===== src/rtl/rv_mem_reader.sv =====
// Purpose: drains {addr, len} bursts from a 1-cycle synchronous-read memory onto a ready/valid stream, flagging the final word.
// Latency: command handshake in cycle 0, mem_rd_en in cycle 1, output_port_valid in cycle 3; 1 word/cycle with ready held high.
// Backpressure: reads are credit-limited so buffered + in-flight words never exceed 3; nothing is lost or duplicated.
//
// Ports: clock_port/reset_port (async active-low); cmd_port_* command in; mem_addr/mem_rd_en/mem_data
// memory read port; output_port_* ready/valid stream out with last flag; busy high while a burst is active.
module rv_mem_reader #(
    parameter int DATA_WIDTH = 8,
    parameter int ADDR_WIDTH = 4,
    parameter int DEPTH      = 10,
    parameter int LEN_WIDTH  = 5
) (
    input  logic                  clock_port,
    input  logic                  reset_port,
    input  logic [ADDR_WIDTH-1:0] cmd_port_addr,
    input  logic [LEN_WIDTH-1:0]  cmd_port_len,
    input  logic                  cmd_port_valid,
    output logic                  cmd_port_ready,
    output logic [ADDR_WIDTH-1:0] mem_addr,
    output logic                  mem_rd_en,
    input  logic [DATA_WIDTH-1:0] mem_data,
    output logic [DATA_WIDTH-1:0] output_port_data,
    output logic                  output_port_valid,
    input  logic                  output_port_ready,
    output logic                  output_port_last,
    output logic                  busy
);

    typedef enum logic [1:0] {IDLE, READ, DRAIN} state_t;

    typedef struct packed {
        logic [DATA_WIDTH-1:0] dat;
        logic                  last;
    } entry_t;

    state_t               state;
    logic [LEN_WIDTH-1:0] reads_left;   // reads still to issue after the most recently issued one
    logic                 rd_last;      // last flag travelling with the read currently on the memory port
    logic                 rd_pending;   // a read was issued last cycle; its data is on mem_data now
    logic                 pending_last;
    entry_t               entries [3];  // shift FIFO: entries[0] is always the head
    logic [1:0]           occ;

    logic                 pop;
    logic                 push;
    logic                 cmd_fire;
    logic [1:0]           wr_idx;
    logic [2:0]           committed_next;
    logic                 space_next;
    logic [ADDR_WIDTH-1:0] next_addr;
    entry_t               new_ent;

    assign output_port_valid = (occ != 2'd0);
    assign output_port_data  = entries[0].dat;
    assign output_port_last  = entries[0].last;
    assign cmd_port_ready    = (state == IDLE);
    assign busy              = (state != IDLE);

    always_comb begin
        pop      = output_port_valid && output_port_ready;
        push     = rd_pending;
        cmd_fire = cmd_port_valid && cmd_port_ready;
        // A push lands behind whatever survives this cycle's pop.
        wr_idx   = occ - {1'b0, pop};
        // Words buffered plus in flight as seen next cycle; a read may be
        // issued next cycle only if that total stays below the buffer depth.
        // Using the pop here (through a register) keeps full throughput
        // without any combinational path from ready to the memory port.
        committed_next = {1'b0, occ} + {2'b0, rd_pending} + {2'b0, mem_rd_en} - {2'b0, pop};
        space_next     = (committed_next < 3'd3);
        next_addr      = (mem_addr == ADDR_WIDTH'(DEPTH - 1)) ? '0 : mem_addr + 1'b1;
        new_ent.dat    = mem_data;
        new_ent.last   = pending_last;
    end

    always_ff @(posedge clock_port or negedge reset_port) begin
        if (!reset_port) begin
            state        <= IDLE;
            mem_addr     <= '0;
            mem_rd_en    <= 1'b0;
            reads_left   <= '0;
            rd_last      <= 1'b0;
            rd_pending   <= 1'b0;
            pending_last <= 1'b0;
            occ          <= 2'd0;
            for (int i = 0; i < 3; i++) begin
                entries[i] <= '0;
            end
        end else begin
            rd_pending   <= mem_rd_en;
            pending_last <= rd_last;
            occ          <= occ + {1'b0, push} - {1'b0, pop};

            entries[0] <= (push && wr_idx == 2'd0) ? new_ent : (pop ? entries[1] : entries[0]);
            entries[1] <= (push && wr_idx == 2'd1) ? new_ent : (pop ? entries[2] : entries[1]);
            entries[2] <= (push && wr_idx == 2'd2) ? new_ent : entries[2];

            case (state)
                IDLE: begin
                    // A zero-length command is consumed here and never leaves IDLE.
                    if (cmd_fire && cmd_port_len != '0) begin
                        state      <= READ;
                        mem_rd_en  <= 1'b1;
                        mem_addr   <= cmd_port_addr;
                        reads_left <= cmd_port_len - 1'b1;
                        rd_last    <= (cmd_port_len == LEN_WIDTH'(1));
                    end
                end
                READ: begin
                    if (mem_rd_en && reads_left == '0) begin
                        // Final read is on the port this cycle.
                        state     <= DRAIN;
                        mem_rd_en <= 1'b0;
                        rd_last   <= 1'b0;
                    end else if (space_next) begin
                        mem_rd_en  <= 1'b1;
                        mem_addr   <= next_addr;
                        reads_left <= reads_left - 1'b1;
                        rd_last    <= (reads_left == LEN_WIDTH'(1));
                    end else begin
                        mem_rd_en <= 1'b0;
                    end
                end
                DRAIN: begin
                    if (pop && output_port_last) begin
                        state <= IDLE;
                    end
                end
                default: state <= IDLE;
            endcase
        end
    end

endmodule


===== config.mk =====
export PLATFORM = sky130hd
export DESIGN_NAME = rv_mem_reader
export DESIGN_NICKNAME = d
export VERILOG_FILES = /design/src/rtl/rv_mem_reader.sv
export SDC_FILE = /design/constraint.sdc
export NUM_CORES = 1
export LEC_CHECK = 0
export BUFFER_PORTS_ARGS = -buffer_cell sky130_fd_sc_hd__buf_2
export CAP_MARGIN = 25
export CORE_MARGIN = 5
export CORE_UTILIZATION = 42
export DETAILED_ROUTE_END_ITERATION = 8
export GPL_TIMING_DRIVEN = 0
export RECOVER_POWER = 50
export SYNTH_ARGS = -nofsm -noshare
export SYNTH_HDL_FRONTEND = slang
export SYNTH_SLANG_ARGS = --single-unit

===== constraint.sdc =====
create_clock -name clock_port -period 7.7 [get_ports clock_port]
set_input_delay 0.385 -clock clock_port [delete_from_list [all_inputs] [get_ports clock_port]]
set_output_delay 0.385 -clock clock_port [all_outputs]
set_load 0.005 [all_outputs]

Yosys cells after proc, flatten, opt, wreduce, memory -nomap -nowiden

Cells that the tools add are included.

Bits of input ports: 21
Bits in registers: 44
Word-level logic and storage cells: 83
Output and inout bits: 17

Add/subtract/negate cells: 9
Mux-type cells: 25
Equal/unequal tests: 13
Reductions and logical operators: 21
$lt $le $gt $ge: 1

Operators with widths:

| operator                                             | number |
|---|---|
| 2-to-1 mux 9 bit                                     | 4 |
| 2-to-1 mux 4 bit                                     | 4 |
| 2-to-1 mux 5 bit                                     | 3 |
| equality test 5 x 1 -> 1 bit (second input constant) | 2 |
| one-hot mux 5 bit (2 select lines)                   | 1 |
| nonzero test 2 bit                                   | 5 |
| subtractor 5 x 1 -> 5 bit (second input constant)    | 2 |
| logical AND 1 bit                                    | 8 |
| != test 2 bit (second input constant)                | 4 |
| one-hot mux 4 bit (2 select lines)                   | 1 |
| 2-to-1 mux 1 bit                                     | 6 |
| 2-to-1 mux 2 bit                                     | 3 |
| one-hot mux 2 bit (3 select lines)                   | 1 |
| AND reduction 3 bit                                  | 2 |
| zero test 5 bit                                      | 1 |
| nonzero test 5 bit                                   | 1 |
| adder 4 x 1 -> 4 bit (second input constant)         | 1 |
| equality test 2 x 1 -> 1 bit (second input constant) | 2 |
| equality test 2 bit (second input constant)          | 2 |
| equality test 4 bit (second input constant)          | 1 |
| zero test 2 bit                                      | 2 |
| one-hot mux 1 bit (2 select lines)                   | 2 |
| AND reduction 4 bit                                  | 1 |
| subtractor 2 x 1 -> 2 bit                            | 2 |
| 8 further kinds                                      | 8 |

Depth between registers and ports, before layout

Word-level depth: 7
Depth in mapped cells: 13
Gate-level depth less buffers: 11

Worst setup path after synthesis

Ideal clock, no wire load.

Path type: flip-flop to flip-flop
Start point: register occ[1]
End point: register mem_addr[1]
Period minus slack after synthesis: 2,960 ps
Arrival: 2,839 ps
Required time: 7,579 ps
Path buffers: 1
Path slack: 4,740 ps
Stages on the path, launching flop included: 13
Library setup time: 121 ps
Path through: dfrtp_1 > or2_1 > buf_2 > nand2_8 > inv_2 > ha_1 > fa_1 > fa_1 > xnor2_1 > o21ai_1 > o21ai_4 > o21ai_1 > a22o_1

Cells in the longest elaborated chain, start to end: 6
Elaborated cells on any way between the ends: 8
Classes of those cells: 3 x add/sub; 1 x order compare; 1 x eq/ne; 3 x reduce/logical

RTL lines:

| element                              | RTL line | RTL |
|---|---|---|
| start, declared                      | 42       | `logic [1:0] occ;` |
| start signal, assigned               | 92       | `occ <= occ + {1'b0, push} - {1'b0, pop};` |
| nonzero test 2 bit                   | 53       | `assign output_port_valid = (occ != 2'd0);` |
| named net output_port_valid          | 23       | `output logic output_port_valid,` |
| logical AND 1 bit                    | 60       | `pop = output_port_valid && output_port_ready;` |
| subtractor 3 x 1 -> 3 bit            | 69       | `committed_next = {1'b0, occ} + {2'b0, rd_pending} + {2'b0, mem_rd_en} - {2'b0, pop};` |
| < comparator 3 x 2 -> 1 bit          | 70       | `space_next = (committed_next < 3'd3);` |
| != test 2 bit (no source line)       | --       |  |
| AND reduction 4 bit (no source line) | --       |  |
| end signal, assigned                 | 104      | `mem_addr <= cmd_port_addr;` |
| end signal, assigned                 | 117      | `mem_addr <= next_addr;` |
| end, declared                        | 19       | `output logic [ADDR_WIDTH-1:0] mem_addr,` |

The timed path passes the listed nets, and every way through them passes these cells.
A chain may end at the register's enable or synchronous reset.

Worst setup path after layout

Start point: register occ[1]
End point: register mem_addr[1]

Cells in the longest elaborated chain, start to end: 6
Elaborated cells on any way between the ends: 8
Classes of those cells: 3 x add/sub; 1 x order compare; 1 x eq/ne; 3 x reduce/logical

RTL lines:

| element                                                           | RTL line |
|---|---|
| adder 2 x 1 -> 3 bit / nonzero test 2 bit (equally long branches) | 69, 53 |
| adder 3 x 1 -> 3 bit / logical AND 1 bit (equally long branches)  | 69, 60 |
| subtractor 3 x 1 -> 3 bit *                                       | 69 |
| < comparator 3 x 2 -> 1 bit *                                     | 70 |
| != test 2 bit (no source line) *                                  | -- |
| AND reduction 4 bit (no source line) *                            | -- |

Every way passes the cells marked *; elsewhere a longest branch is shown, timed or not.

==> key figures <==
Synth
  • Top_reg_cell synth: dfrtp_1
  • Sequential fraction of the synthesis area: 45.3%
  • Synth area leaders: dfrtp_1, mux2i_1, ha_1, nand2_1, mux2_2
  • Syn. warnings: 0
  • Mapped Area: roughly 2400 um^2
  • Post-Synth Simple-Gate Area: ~13%
  • Syn Nets: 269
  • Adder-cell share of the synthesized area: 6.80%
  • Post-synthesis register bit count: 44
  • Asr flop ratio synth: between 90% and 100%
  • Post-synthesis cell type count: between 40 and 50
  • Post-synthesis mux area share: a little under an eighth
  • Xor/xnor cell area share of the yosys netlist: roughly 2.5%
  • Synth Area in Compound Gates: 14.2%
  • Post-synth EDFFs: 0
  • Mapped Cells: roughly 240
  • Syn Area/Cell: 10.3 um^2
  • Largest family of logic cells by synthesized area: compound AO/OA/AOI/OAI gates
  • Synth area leader: dfrtp_1
  • Synth top area share: approximately 45%

Floorplan
  • Die Ht: approximately 86 um
  • Chip width: 86.1 um
  • Core ar.: 5570 um^2
  • Die area: roughly 7400 um^2
  • Top-Level Pins: 38
  • # rows: 27
  • Initial cell density of the core: 43.6%

STA
  • Slew Viols, Final: 0
  • Unrepaired setup endpoints after global routing: false
  • Final period utilization: around 41%
  • Final-report hold violation count: 0
  • Final setup viols: 0
  • Setup TNS: 0 ns
  • Fmax: roughly 320 MHz
  • Worst-margin pin slew: approximately 1.5 ns
  • Skew final: around 0.003 ns
  • Hold Slack: between 0.15 and 0.2 ns
  • Max transition margin: approximately 2.6%
  • Crit path time final: roughly 3.2 ns

Place
  • # port buffers: 37
  • Detailed placer's ending HPWL: ~3600 um
  • Gpl congestion: ~0.75

Final layout
  • Most frequent cells in the layout: dfrtp_1, buf_2, nand2_1
  • Area delta synth->final: 14.7%
  • Most common cell after layout, fill and taps aside: dfrtp_1
  • Ant diodes: 0
  • Layout cells sized above 1: 28.1%
  • Fin nets: between 300 and 400

Drt
  • Remaining DRCs: 0
  • Via Count: 1,781
  • Drt initial violations: between 50 and 60
  • Drt via density: approximately 5.0
  • Total Wirelength: roughly 4900 um
  • WL/cell: about 14 um
  • ANT nets after route: 0
  • 1st-pass router iterations: 4

Run status
  • Outcome: completed

Clock tree
  • Worst skew pair latency: 0.30 ns
  • Post-CTS setup buffers: 0
  • Clock-pin slew on the worst setup and hold paths: roughly 0.08 ns
  • Root buf cell: clkbuf_8
  • CTS Buffer Depth: 2
  • Num CTS Buffers: 5
  • Resize count post-CTS: 0
  • CTS tree: done
  • Cts-stage hold buffer count: 0
  • CTS Sinks: between 40 and 50
  • # H-tree levels: 2

Pwr
  • Sequential cell fraction of total power: 34.6%
  • Internal power: between 700 and 800 uW
  • Leak pwr: roughly 1.3 nW
  • Switch share: 41.7%
  • Psw: roughly 530 uW
  • Clock power share: between 10% and 20%
  • Power per cell area: 456 nW/um^2
  • VDD IR-drop max: about 0.21 mV
  • Fraction of power consumed by combinational cells: 54.3%

Worst setup path
  • Data arrival, critical path: around 3.4 ns
  • Crit. End Element: flop
  • Setup CP Type: reg -> reg
  • Critical path launch point type: flop
  • CP Max Fanout: 9
  • Worst Path Required: slightly below 8 ns

Global route
  • GR Overflow Total: 0
  • Largest net degree at the start of global routing: 45
  • Tot GR Track Use: ~15%
  • Initial antenna violation count: 0
  • Vias in the first global route: around 1,900
  • Global-route wire length before repair: slightly below 9000 um

Worst hold path
  • Hold crit path type: in -> async

Flow run
  • Reported max-cap violation count: 0
sequential cells by signal, summed over array words and instances, names as in the netlist:
| signal | cells |
|---|---|
| entries | 18 |
| state | 2 |
| output_port_last | 1 |
| occ | 2 |
| output_port_data | 8 |
| mem_rd_en | 1 |
| rd_last | 1 |
| push | 1 |
| pending_last | 1 |
| reads_left | 5 |
| mem_addr | 4 |
cells by family after synthesis:
kind of cell / Yosys count
and+or+nand+nor: 61
adders and majority gates: 12
muxes: 27
AOI/OAI and AO/OA: 54
buffers and inverters: 31
xor gates and xnor gates: 7
DFF: 44
power by group through the flow:
stage               combinational, mW  sequential [mW]  clock (mW)
detailed placement              0.705            0.446           0
CTS                             0.707            0.441       0.147
global placement                0.693            0.443           0
finish                          0.691            0.439       0.141
floorplan                       0.547            0.424           0
global route                    0.785            0.459       0.158
cell type report:
cell class	instances	area, um^2
Inverter	15	56.3
Sequential cell	44	1100
Clock buffer	5	68.8
Buffer	16	110
Clock inverter	2	12.5
Fill cell	540	2790
Multi-Input combinational cell	161	1160
Timing Repair Buffer	38	185
Tap cell	72	90.1
synth_stat cells, drive strengths merged, types with 2 or more instances:
library cell / instances
fa: 2
and3: 2
or2: 4
nand2: 30
nor2: 5
nor3: 6
a21oi: 14
xnor2: 5
clkbuf: 2
o21ai: 27
xor2: 2
a211oi: 2
mux2: 9
nand2b: 4
dfrtp: 44
inv: 15
nand3: 8
buf: 14
mux2i: 18
o22ai: 2
a31oi: 3
ha: 10
metal layers:
metal / GRT usage (%) / part of all wire (%) / up-vias
li1: - / - / 895
met4: 3.88 / 0.90 / 0
met2: 24.5 / 47 / 36
met1: 18.7 / 47 / 846
met3: 4.23 / 5.3 / 4
met5: 0 / 0 / -
path summary, 6_finish.rpt:
check	from	to	slack [ns]	cells after the start
worst min-delay path	reset_port	entries[6]	0.20	1
min in group clock_port	mem_data[0]	entries[10]	0.32	3
max in group asynchronous	reset_port	mem_addr[1]	5.66	2
worst max register to register	occ[1]	mem_addr[1]	4.53	12
worst max-delay path	occ[1]	mem_addr[1]	4.53	12
worst min register to register	rd_last	pending_last	0.38	0
stage by stage:
stage          cells  cell area, um^2  util, %  setup slack (ns)  power [mW]
3_5_place_dp     345             2710     48.5              4.51        1.15
5_1_grt          353             2790     50.0              4.33        1.40
3_3_place_gp     345             2710     48.5              4.51        1.14
6_report         353             2790     50.0              4.53        1.27
2_1_floorplan    236             2430        -              4.74       0.971
4_1_cts          352             2790     50.0              4.49        1.30
worst max-delay path: stages, from the launching register on:
cell,delay (ns)
dfrtp_1,0.47
or2_1,0.23
buf_2,0.15
nand2_8,0.13
inv_2,0.08
ha_1,0.34
fa_1,0.40
fa_1,0.39
xnor2_1,0.13
o21ai_1,0.16
o21ai_4,0.26
o21ai_1,0.10
a22o_1,0.23
(Power assumes the default switching activity.)
